<file path="src/rtl/mips_cpu_fetch_ctrl_if.sv">
// Fetch controller bus: instruction memory read port plus the
// datapath handshake (ir/pc out, exec_done/branch info back in).
interface mips_cpu_fetch_ctrl_if;
    logic [31:0] instr_address;
    logic        instr_read;
    logic        instr_waitrequest;
    logic [31:0] instr_readdata;
    logic [31:0] ir;
    logic        ir_valid;
    logic [31:0] pc;
    logic        exec_done;
    logic        branch_taken;
    logic [31:0] branch_target;
    logic        active;
    logic        fault;

    modport master (
        output instr_address, instr_read, ir, ir_valid, pc, active, fault,
        input  instr_waitrequest, instr_readdata,
        input  exec_done, branch_taken, branch_target
    );

    modport slave (
        input  instr_address, instr_read, ir, ir_valid, pc, active, fault,
        output instr_waitrequest, instr_readdata,
        output exec_done, branch_taken, branch_target
    );
endinterface

</file>
<file path="src/rtl/mips_cpu_fetch_ctrl.sv">
// PC owner / fetch sequencer for the multicycle MIPS core, one delay slot.
// Define ALIGN_CHECK_EN to fault and halt on misaligned branch targets.
module mips_cpu_fetch_ctrl #(
    parameter logic [31:0] RESET_VECTOR = 32'hBFC00000,
    parameter logic [31:0] HALT_ADDR    = 32'h00000000
) (
    input logic                   clk,
    input logic                   rst,
    mips_cpu_fetch_ctrl_if.master bus
);
    typedef enum logic [1:0] {
        IDLE,
        FETCH,
        EXEC,
        HALTED
    } state_e;

    state_e      state_q, state_d;
    logic [31:0] pc_q, pc_d;
    logic [31:0] ir_q, ir_d;
    logic [31:0] target_q, target_d;
    logic        ir_valid_q, ir_valid_d;
    logic        active_q, active_d;
    logic        delay_pending_q, delay_pending_d;
    logic [31:0] pc_inc;
    logic [31:0] next_pc;
    logic        bad_redirect;

    assign pc_inc = pc_q + 32'd4;

`ifdef ALIGN_CHECK_EN
    logic fault_q, fault_d;

    always_ff @(posedge clk) begin
        if (rst) begin
            fault_q <= 1'b0;
        end else begin
            fault_q <= fault_d;
        end
    end

    // A pending misaligned target is never loaded; the core stops instead.
    assign bad_redirect = delay_pending_q && (target_q[1:0] != 2'b00);
    assign bus.fault    = fault_q;
`else
    assign bad_redirect = 1'b0;
    assign bus.fault    = 1'b0;
`endif

    always_ff @(posedge clk) begin
        if (rst) begin
            state_q         <= IDLE;
            pc_q            <= RESET_VECTOR;
            ir_q            <= 32'd0;
            ir_valid_q      <= 1'b0;
            active_q        <= 1'b1;
            delay_pending_q <= 1'b0;
            target_q        <= 32'd0;
        end else begin
            state_q         <= state_d;
            pc_q            <= pc_d;
            ir_q            <= ir_d;
            ir_valid_q      <= ir_valid_d;
            active_q        <= active_d;
            delay_pending_q <= delay_pending_d;
            target_q        <= target_d;
        end
    end

    always_comb begin
        state_d         = state_q;
        pc_d            = pc_q;
        ir_d            = ir_q;
        ir_valid_d      = 1'b0;
        active_d        = active_q;
        delay_pending_d = delay_pending_q;
        target_d        = target_q;
        next_pc         = pc_inc;
`ifdef ALIGN_CHECK_EN
        fault_d         = fault_q;
`endif
        unique case (state_q)
            IDLE: begin
                state_d = FETCH;
            end
            FETCH: begin
                if (!bus.instr_waitrequest) begin
                    ir_d       = bus.instr_readdata;
                    ir_valid_d = 1'b1;
                    state_d    = EXEC;
                end
            end
            EXEC: begin
                if (bus.exec_done) begin
                    // A branch sitting in a delay slot is deliberately ignored.
                    if (delay_pending_q) begin
                        delay_pending_d = 1'b0;
                        next_pc         = bad_redirect ? pc_inc : target_q;
                    end else if (bus.branch_taken) begin
                        delay_pending_d = 1'b1;
                        target_d        = bus.branch_target;
`ifdef ALIGN_CHECK_EN
                        if (bus.branch_target[1:0] != 2'b00) begin
                            fault_d = 1'b1;
                        end
`endif
                    end
                    pc_d = next_pc;
                    if (bad_redirect || (next_pc == HALT_ADDR)) begin
                        state_d  = HALTED;
                        active_d = 1'b0;
                    end else begin
                        state_d = FETCH;
                    end
                end
            end
            HALTED: begin
                state_d = HALTED;
            end
        endcase
    end

    assign bus.instr_address = pc_q;
    assign bus.instr_read    = (state_q == FETCH);
    assign bus.ir            = ir_q;
    assign bus.ir_valid      = ir_valid_q;
    assign bus.pc            = pc_q;
    assign bus.active        = active_q;
endmodule

</file>
<file path="src/flat_wrapper.sv">
// flat-port wrapper written by rule: the top's interface ports become plain ports
module mips_cpu_fetch_ctrl_flat 
#(
    parameter logic [31:0] RESET_VECTOR = 32'hBFC00000,
    parameter logic [31:0] HALT_ADDR    = 32'h00000000
)
  (clk, rst, bus_instr_address, bus_instr_read, bus_ir, bus_ir_valid, bus_pc, bus_active, bus_fault, bus_instr_waitrequest, bus_instr_readdata, bus_exec_done, bus_branch_taken, bus_branch_target);
  mips_cpu_fetch_ctrl_if bus_i ();
  input logic clk;
  input logic rst;
  output wire logic [$bits(bus_i.instr_address)-1:0] bus_instr_address;
  output wire logic [$bits(bus_i.instr_read)-1:0] bus_instr_read;
  output wire logic [$bits(bus_i.ir)-1:0] bus_ir;
  output wire logic [$bits(bus_i.ir_valid)-1:0] bus_ir_valid;
  output wire logic [$bits(bus_i.pc)-1:0] bus_pc;
  output wire logic [$bits(bus_i.active)-1:0] bus_active;
  output wire logic [$bits(bus_i.fault)-1:0] bus_fault;
  input wire logic [$bits(bus_i.instr_waitrequest)-1:0] bus_instr_waitrequest;
  input wire logic [$bits(bus_i.instr_readdata)-1:0] bus_instr_readdata;
  input wire logic [$bits(bus_i.exec_done)-1:0] bus_exec_done;
  input wire logic [$bits(bus_i.branch_taken)-1:0] bus_branch_taken;
  input wire logic [$bits(bus_i.branch_target)-1:0] bus_branch_target;
  assign bus_instr_address = bus_i.instr_address;
  assign bus_instr_read = bus_i.instr_read;
  assign bus_ir = bus_i.ir;
  assign bus_ir_valid = bus_i.ir_valid;
  assign bus_pc = bus_i.pc;
  assign bus_active = bus_i.active;
  assign bus_fault = bus_i.fault;
  assign bus_i.instr_waitrequest = bus_instr_waitrequest;
  assign bus_i.instr_readdata = bus_instr_readdata;
  assign bus_i.exec_done = bus_exec_done;
  assign bus_i.branch_taken = bus_branch_taken;
  assign bus_i.branch_target = bus_branch_target;
  mips_cpu_fetch_ctrl #(.RESET_VECTOR(RESET_VECTOR), .HALT_ADDR(HALT_ADDR)) u_core (.clk(clk), .rst(rst), .bus(bus_i));
endmodule
</file>
<file path="config.mk">
export PLATFORM = sky130hd
export DESIGN_NAME = mips_cpu_fetch_ctrl_flat
export DESIGN_NICKNAME = d
export VERILOG_FILES = /design/src/rtl/mips_cpu_fetch_ctrl_if.sv /design/src/rtl/mips_cpu_fetch_ctrl.sv /design/src/flat_wrapper.sv
export SDC_FILE = /design/constraint.sdc
export NUM_CORES = 1
export LEC_CHECK = 0
export BUFFER_PORTS_ARGS = -buffer_cell sky130_fd_sc_hd__buf_4
export CORE_ASPECT_RATIO = 0.75
export CORE_MARGIN = 4
export CORE_UTILIZATION = 25
export CTS_CLUSTER_DIAMETER = 60
export CTS_CLUSTER_SIZE = 30
export DETAILED_ROUTE_END_ITERATION = 10
export MAX_ROUTING_LAYER = met4
export PLACE_DENSITY_LB_ADDON = 0.2
export SKIP_LAST_GASP = 1
export SYNTH_ARGS = -nofsm -noshare
export SYNTH_HDL_FRONTEND = slang
export SYNTH_SLANG_ARGS = --single-unit
</file>
<file path="constraint.sdc">
create_clock -name clk -period 3 [get_ports clk]
set_input_delay 0.3 -clock clk [delete_from_list [all_inputs] [get_ports clk]]
set_output_delay 0.3 -clock clk [all_outputs]
set_load 0.01 [all_outputs]
</file>
==> results.toml, run 1 <==
[floorplanning]
die_width_um = 169
initial_utilization = 0.258
ios = 169
dieHeight_um = 128
core_area_mm2 = 0.0187
dieArea_mm2 = 0.0217
core.rowCount = 43

[timing]
drv_slew = 0
period_share = 0.904
period_minus_slack_ps = 2710
relSlewSlack = 0.641
rsz0062_at_grt = "no"
setup_viol = 0
worstMarginPinSlew_ps = 538
finalClockSkew_ps = 9.16
setup_tns_ps = 0
hold_viol = 0
fmax_mhz = 369

[min_path]
whs_path_depth = 2
hp-class = "in -> reg"

[synthesis]
synth_nets = 647
ys_warn_count = 0
yosysUniqueCellTypes = 60
postSynthAreaPerCell_um2 = 8.38
syn_area_mm2 = 0.00484
syn_inst = 577
seq_area_frac_synth = 0.418
synth_flop_cell = "dfxtp_1"
synth_edf_count = 0
ys_ff_latch = 101
async_flop_share = 0

[critical_path]
crit_required_ps = 3220
crit_type = "reg -> reg"
cp_max_fo = 6
endpoint_kind = "register"
cpLargestDelayFamily = "simple AND/OR/NAND/NOR gates"
r2r_cells = 9
worstSetupPathDepth = 9
crit_buf_inv = 0
crit_path_start_kind = "register"
cpPeakStageDelay_ps = 570
cp_slowest_cell = "or4_1"
cp_cell_sequence = "ha_1, and4_1, nand4_1, xnor2_1, mux2i_1, o211ai_1, or4_1, nor4_2, a41oi_1"
worst_ep_arrival_time_ps = 2930

[place]
gp_congestion = 0.849
hpwl_mm = 12.2
place_area_mm2 = 0.00623
io_buffers = 167

[power_and_ir_drop]
leakagePower_nw = 2.78
vdd_drop_max_mv = 0.234
p_per_area_mw_per_mm2 = 455

[final_layout]
fillers = 1977
area_growth_pct = 35.1
drive_above_1_share = 0.333
postLayoutCellArea_mm2 = 0.00654
final_nets = 783

[route]
drtIter0Drc = 258
drt_wl_total_mm = 16.2
wl_per_cell_um = 16.8
via_count = 4640
dr.pass1.iters = 7
ant_nets = 0
viasPerCell = 4.80
drc = 0

[run_status]
outcome = "completed"

[global_route]
grt_overflow_total = 0
grt_pass1_vias = 4439
grt_pass1_wl_mm = 25.0
grt_util_all_layers = 0.151
antenna_found_initial = 0
grt_max_degree = 39

[cts]
clk_root_buffer_cell = "clkbuf_16"
cts_resized = 0
numCtsBuffers = 9
h-tree-depth = 3
cts_post_setup_buffers_inserted = 0
cts.sinks = 101
cts_tree = "yes"
clk_latency_ps = 360
clockBufferDepth = 2
clk_pin_slew_worst_paths_ps = 80
postCtsHoldBufs = 0

[job]
cap_violations = 0
==> cell usage after synthesis, types with 9 or more instances <==
master    number  share of area
nand3_1       14          0.014
nand2_1      111          0.086
buf_4         36          0.056
dfxtp_1      101           0.42
a22o_1        33          0.060
o21ai_0       10          0.010
a221oi_1      10          0.018
a21oi_1       53          0.055
mux2i_1       14          0.029
nor3_1        14          0.014
nor2_1        43          0.033
clkbuf_1      29          0.023
xor2_1        13          0.024
xnor2_1        9          0.016
o211ai_1       9          0.014
==> stage by stage <==
stage                     worst slack (ps)  std cells   util  total power [mW]  hold slack [ps]
after floorplan                        339        577      -              1.63              426
after global placement                 378        949  0.333              1.81              452
after detailed placement               324        949  0.333              1.82              450
after CTS                              306        965  0.349              3.02              118
after global routing                   128        965  0.349              3.10              128
final                                  289        966  0.349              2.97              138
==> logic make-up after synthesis <==
logic type | count (synthesis) | share of synthesized area
xor gates and xnor gates | 22 | 0.0398
adders and majority gates | 1 | 0.00259
buffers and inverters | 82 | 0.0962
and+or+nand+nor | 224 | 0.225
AOI/OAI and AO/OA | 132 | 0.189
muxes | 14 | 0.0290
DFF | 101 | 0.418
other | 1 | 0.000775
==> worst register-to-register path, stage by stage, from the launching register on <==
cell and delay (ps):
dfxtp_1 340, ha_1 200, and4_1 380, nand4_1 160, xnor2_1 150, mux2i_1 210
o211ai_1 140, or4_1 570, nor4_2 290, a41oi_1 150
==> power breakdown <==
part | internal, mW | leakage [nW] | switching (mW)
Combinational | 0.188 | 1.82 | 0.181
Clock | 0.593 | 0.148 | 0.594
Sequential | 1.38 | 0.819 | 0.0353
==> worst paths after layout <==
path	start	endpoint	slack, ps
min	bus_instr_readdata[13]	u_core.bus.ir[13]$_SDFFE_PP0P_	140
max	u_core.bus.instr_address[2]$_SDFFE_PP0P_	u_core.bus.active$_SDFFE_PP1P_	290
max reg2reg	u_core.bus.instr_address[2]$_SDFFE_PP0P_	u_core.bus.active$_SDFFE_PP1P_	290
min reg2reg	u_core.target_q[29]$_SDFFE_PP0P_	u_core.target_q[29]$_SDFFE_PP0P_	460
==> layout make-up <==
class                           instances  area, um^2  share of cell area
Tap cell                              247         309              0.0473
Clock buffer                            9         225              0.0345
Clock inverter                          7        73.8              0.0113
Timing Repair Buffer                  201        1520               0.233
Multi-Input combinational cell        394        2360               0.361
Sequential cell                       101        2020               0.309
Antenna cell                            1        2.50            0.000383
Inverter                                6        22.5             0.00345
==> sequential cells by signal, summed over array words and instances (netlist names) <==
register                  count
u_core.bus.ir                32
u_core.bus.ir_valid           1
u_core.target_q              32
u_core.bus.active             1
u_core.state_q                2
u_core.bus.instr_address     32
u_core.delay_pending_q        1
==> cells in the final DEF (no fill, tap or decap), types with 2 or more instances in the layout <==
| master | Yosys | final |
|---|---|---|
| xnor2_1 | 9 | 9 |
| xor2_1 | 13 | 13 |
| or4_1 | 3 | 3 |
| nand2_1 | 111 | 111 |
| a221oi_1 | 10 | 10 |
| a22o_1 | 33 | 33 |
| and3_1 | 4 | 4 |
| a211oi_1 | 3 | 3 |
| nor2_1 | 43 | 42 |
| nand3_4 | 2 | 2 |
| inv_6 | 0 | 3 |
| o21ai_0 | 10 | 10 |
| inv_8 | 0 | 2 |
| inv_1 | 5 | 5 |
| o2111ai_1 | 2 | 2 |
| a21oi_1 | 53 | 53 |
| and4_1 | 3 | 3 |
| dfxtp_1 | 101 | 101 |
| clkbuf_16 | 0 | 9 |
| buf_4 | 36 | 200 |
| or3_1 | 2 | 2 |
| nor3_1 | 14 | 14 |
| and3_2 | 2 | 2 |
| nor4_1 | 7 | 6 |
| nand4_1 | 2 | 2 |
| nor4_2 | 2 | 3 |
| mux2i_1 | 14 | 14 |
| nand3_1 | 14 | 14 |
| o211ai_1 | 9 | 9 |
==> layer usage <==
layer	vias up	wire [um]	global-route usage
met5	-	0	-
met3	13	1190	0.0412
met4	0	204	0.0453
met1	2205	7920	0.210
met2	157	6930	0.212
li1	2265	-	-
No activity file was read; power rests on OpenSTA's default activity.
==> run 2, diff against run 1 <==
--- a/config.mk
+++ b/config.mk
@@ -8,13 +8,14 @@
 export BUFFER_PORTS_ARGS = -buffer_cell sky130_fd_sc_hd__buf_4
 export CORE_ASPECT_RATIO = 0.75
 export CORE_MARGIN = 4
-export CORE_UTILIZATION = 25
+export CORE_UTILIZATION = 40
 export CTS_CLUSTER_DIAMETER = 60
 export CTS_CLUSTER_SIZE = 30
 export DETAILED_ROUTE_END_ITERATION = 10
 export MAX_ROUTING_LAYER = met4
-export PLACE_DENSITY_LB_ADDON = 0.2
+export PLACE_DENSITY = 0.7
 export SKIP_LAST_GASP = 1
+export SLEW_MARGIN = 25
 export SYNTH_ARGS = -nofsm -noshare
 export SYNTH_HDL_FRONTEND = slang
 export SYNTH_SLANG_ARGS = --single-unit
==> results.toml, run 2 (synthesis gave the netlist of run 1 again) <==
[run_status]
outcome = "completed"

[cts]
cts.sinks = 101
cts_resized = 0
clk_root_buffer_cell = "clkbuf_16"
numCtsBuffers = 9
cts_tree = "yes"
clk_pin_slew_worst_paths_ps = 70
postCtsHoldBufs = 0
cts_post_setup_buffers_inserted = 0
clk_latency_ps = 350
clockBufferDepth = 2
h-tree-depth = 3

[global_route]
grt_overflow_total = 0
grt_util_all_layers = 0.212
antenna_found_initial = 0
grt_pass1_vias = 4192
grt_pass1_wl_mm = 22.5
grt_max_degree = 50

[route]
drc = 0
viasPerCell = 5.28
dr.pass1.iters = 5
wl_per_cell_um = 17.1
ant_nets = 0
drt_wl_total_mm = 14.9
drtIter0Drc = 373
via_count = 4595

[final_layout]
final_nets = 773
layout_commonest_cell = "buf_4"
postLayoutCellArea_mm2 = 0.00635
antennaDiodeCount = 0
drive_above_1_share = 0.326
finish.utilization = 0.543
area_growth_pct = 31.4
finalNonFillerCells = 870
final_cell_mix = "buf_4, nand2_1, dfxtp_1, a21oi_1, nor2_1"

[timing]
drv_slew = 0
finalClockSkew_ps = 8.15
relSlewSlack = 0.295
fmax_mhz = 352
period_minus_slack_ps = 2840
setup_viol = 0
worstMarginPinSlew_ps = 1050
period_share = 0.948
hold_viol = 0
rsz0062_at_grt = "no"
worst_hold_slack_ps = 153
setup_tns_ps = 0

[critical_path]
worst_ep_arrival_time_ps = 3050
crit_path_end = "u_core.bus.active$_SDFFE_PP1P_"
critPathLaunch = "u_core.bus.instr_address[3]$_SDFFE_PP0P_"
reg2reg_slack_ps = 160
reg2reg_to = "u_core.bus.active$_SDFFE_PP1P_"
endpoint_kind = "register"
r2r_cells = 9
cp_max_fo = 7
crit_required_ps = 3210
crit_type = "reg -> reg"
crit_path_start_kind = "register"
r2r-start = "u_core.bus.instr_address[3]$_SDFFE_PP0P_"

[min_path]
hp-class = "in -> reg"

[floorplanning]
core_area_mm2 = 0.0117
ios = 169
core.rowCount = 34
dieHeight_um = 103
die_width_um = 135
initial_utilization = 0.413
dieArea_mm2 = 0.0139

[power_and_ir_drop]
p_per_area_mw_per_mm2 = 470
leakagePower_nw = 2.73
vdd_drop_max_mv = 0.272

[place]
place_area_mm2 = 0.00604
gp_congestion = 0.964
hpwl_mm = 11.2
io_buffers = 167
dp_cells = 854

[job]
cap_violations = 0
## run 2: area by class of cell
class / instances / area (um^2)
Inverter: 6 / 22.5
Multi-Input combinational cell: 394 / 2370
Fill cell: 1096 / 5340
Tap cell: 162 / 203
Clock buffer: 9 / 225
Clock inverter: 7 / 82.6
Timing Repair Buffer: 191 / 1430
Sequential cell: 101 / 2020
## run 2: through the flow
stage / power (mW) / setup slack [ps]
global route: 3.10 / 24.4
finish: 2.99 / 157
global placement: 1.80 / 288
CTS: 3.00 / 139
floorplan: 1.63 / 339
detailed placement: 1.81 / 150
## run 2: layer usage
metal  track usage  up-vias  routed length, um
met1         0.305     2136               7100
met4        0.0542        0                178
li1              -     2245                  -
met3        0.0493       13               1250
met5             -        -                  0
met2         0.299      201               6340
## run 2: where the power goes
group | internal, mW | switching, mW | leakage, nW
logic | 0.184 | 0.169 | 1.76
clock network | 0.661 | 0.552 | 0.149
registers | 1.38 | 0.0415 | 0.819
## run 2: worst min-delay path by stage
stage | to | slack (ps) | cells past startpoint | from
2_1_floorplan | u_core.bus.ir[0]$_SDFFE_PP0P_ | 430 | 1 | bus_instr_readdata[0]
3_3_place_gp | u_core.target_q[30]$_SDFFE_PP0P_ | 450 | 2 | u_core.target_q[30]$_SDFFE_PP0P_
3_5_place_dp | u_core.target_q[25]$_SDFFE_PP0P_ | 460 | 2 | u_core.target_q[25]$_SDFFE_PP0P_
4_1_cts | u_core.bus.ir[29]$_SDFFE_PP0P_ | 150 | 2 | bus_instr_readdata[29]
5_1_grt | u_core.bus.ir[16]$_SDFFE_PP0P_ | 140 | 2 | bus_instr_readdata[16]
6_report | u_core.bus.ir[29]$_SDFFE_PP0P_ | 150 | 2 | bus_instr_readdata[29]
## run 2: critical path: stages, from the launching register on
cell and delay [ps]:
dfxtp_1 350, ha_1 310, and4_2 350, nand4_1 130
xnor2_1 160, mux2i_1 230, o211ai_1 140, or4_1 550
nor4_2 320, a41oi_1 150
==> run 3, diff against run 2 <==
--- a/config.mk
+++ b/config.mk
@@ -8,12 +8,12 @@
 export BUFFER_PORTS_ARGS = -buffer_cell sky130_fd_sc_hd__buf_4
 export CORE_ASPECT_RATIO = 0.75
 export CORE_MARGIN = 4
-export CORE_UTILIZATION = 40
+export CORE_UTILIZATION = 50
 export CTS_CLUSTER_DIAMETER = 60
 export CTS_CLUSTER_SIZE = 30
 export DETAILED_ROUTE_END_ITERATION = 10
 export MAX_ROUTING_LAYER = met4
-export PLACE_DENSITY = 0.7
+export PLACE_DENSITY = 0.8
 export SKIP_LAST_GASP = 1
 export SLEW_MARGIN = 25
 export SYNTH_ARGS = -nofsm -noshare
==> results.toml, run 3 (synthesis gave the netlist of run 1 again) <==
[min_path]
hp-class = "in -> reg"
hold_path.startpoint = "bus_instr_readdata[26]"

[critical_path]
worst_ep_arrival_time_ps = 3000
cp_max_fo = 12
crit_type = "reg -> reg"
r2r-start = "u_core.bus.instr_address[4]$_SDFFE_PP0P_"
crit_path_start_kind = "register"
critPathLaunch = "u_core.bus.instr_address[4]$_SDFFE_PP0P_"
crit_required_ps = 3210
endpoint_kind = "register"

[cts]
cts_post_setup_buffers_inserted = 0
clk_root_buffer_cell = "clkbuf_16"
h-tree-depth = 3
numCtsBuffers = 9
postCtsHoldBufs = 0
clk_latency_ps = 350
cts_resized = 0
clk_pin_slew_worst_paths_ps = 70
cts.sinks = 101
cts_tree = "yes"
clockBufferDepth = 2

[route]
via_count = 4657
wl_per_cell_um = 17.9
drt_wl_total_mm = 14.9
viasPerCell = 5.59
ant_nets = 0
drc = 0
drtIter0Drc = 531
dr.pass1.iters = 5

[power_and_ir_drop]
p_per_area_mw_per_mm2 = 476
leakagePower_nw = 2.71
vdd_drop_max_mv = 0.425

[global_route]
antenna_found_initial = 0
grt_util_all_layers = 0.266
grt_max_degree = 39
met2_usage = 0.375
grt_overflow_total = 0
grt_pass1_vias = 4274
grtUsageMet1 = 0.385
top_usage_layer = "met1"
grt_util_met3 = 0.0556
grt_pass1_wl_mm = 23.1

[final_layout]
drive_above_1_share = 0.322
final_nets = 770
finish.utilization = 0.681
antennaDiodeCount = 0
finalNonFillerCells = 833
area_growth_pct = 30.0
multi_input_area_mm2 = 0.00236
fillers = 769
final_cell_mix = "buf_4, nand2_1, dfxtp_1, a21oi_1, nor2_1"
postLayoutCellArea_mm2 = 0.00629
register_area_mm2 = 0.00202
layout_commonest_cell = "buf_4"

[floorplanning]
initial_utilization = 0.524
die_width_um = 122
core_area_mm2 = 0.00923
dieHeight_um = 93.2
dieArea_mm2 = 0.0113
core.rowCount = 30
ios = 169

[timing]
period_minus_slack_ps = 2790
setup_tns_ps = 0
finalClockSkew_ps = 6.55
period_share = 0.931
hold_viol = 0
rsz0062_at_grt = "no"
fmax_mhz = 358
drv_slew = 0
worst_hold_slack_ps = 151
setup_viol = 0

[place]
place_area_mm2 = 0.00597
io_buffers = 167
hpwl_mm = 11.0
dp_cells = 817
gp_congestion = 0.952

[run_status]
outcome = "completed"

[job]
cap_violations = 0
## run 3: worst paths after layout
path	to	slack [ps]	depth (start not counted)
setup / recovery	u_core.bus.active$_SDFFE_PP1P_	210	8
hold / removal	u_core.bus.ir[26]$_SDFFE_PP0P_	150	2
setup reg to reg	u_core.bus.active$_SDFFE_PP1P_	210	8
hold reg to reg	u_core.target_q[29]$_SDFFE_PP0P_	460	2
## run 3: layout make-up
type	instances	area share
tap	128	0.0255
clock buffer	9	0.0358
timing repair buffer	188	0.224
inverter	6	0.00358
clock inverter	7	0.0141
sequential	101	0.322
multi-input combinational	394	0.375
## run 3: worst max-delay path, cell delays in order, from the launching register on
cell       delay, ps
dfxtp_1          580
nand3_2          250
or3_4            420
or3_1            460
a21oi_2          180
o2111ai_1        130
a2bb2oi_1        180
nor4_2           310
a41oi_1          140
## run 3: per-stage QoR
step,power [mW],setup slack [ps]
5_1_grt,3.10,7.21
6_report,3.00,206
4_1_cts,3.01,241
3_3_place_gp,1.79,318
2_1_floorplan,1.63,339
3_5_place_dp,1.80,256
## run 3: metal layers
| metal | vias up | wire, um |
|---|---|---|
| li1 | 2237 | - |
| met1 | 2201 | 6790 |
| met2 | 209 | 6660 |
| met3 | 10 | 1260 |
| met4 | 0 | 170 |
| met5 | - | 0 |
## run 3: report_power, final
part	internal, mW	switching [mW]
combinational	0.181	0.167
sequential	1.38	0.0454
clock	0.666	0.553
total	2.23	0.765
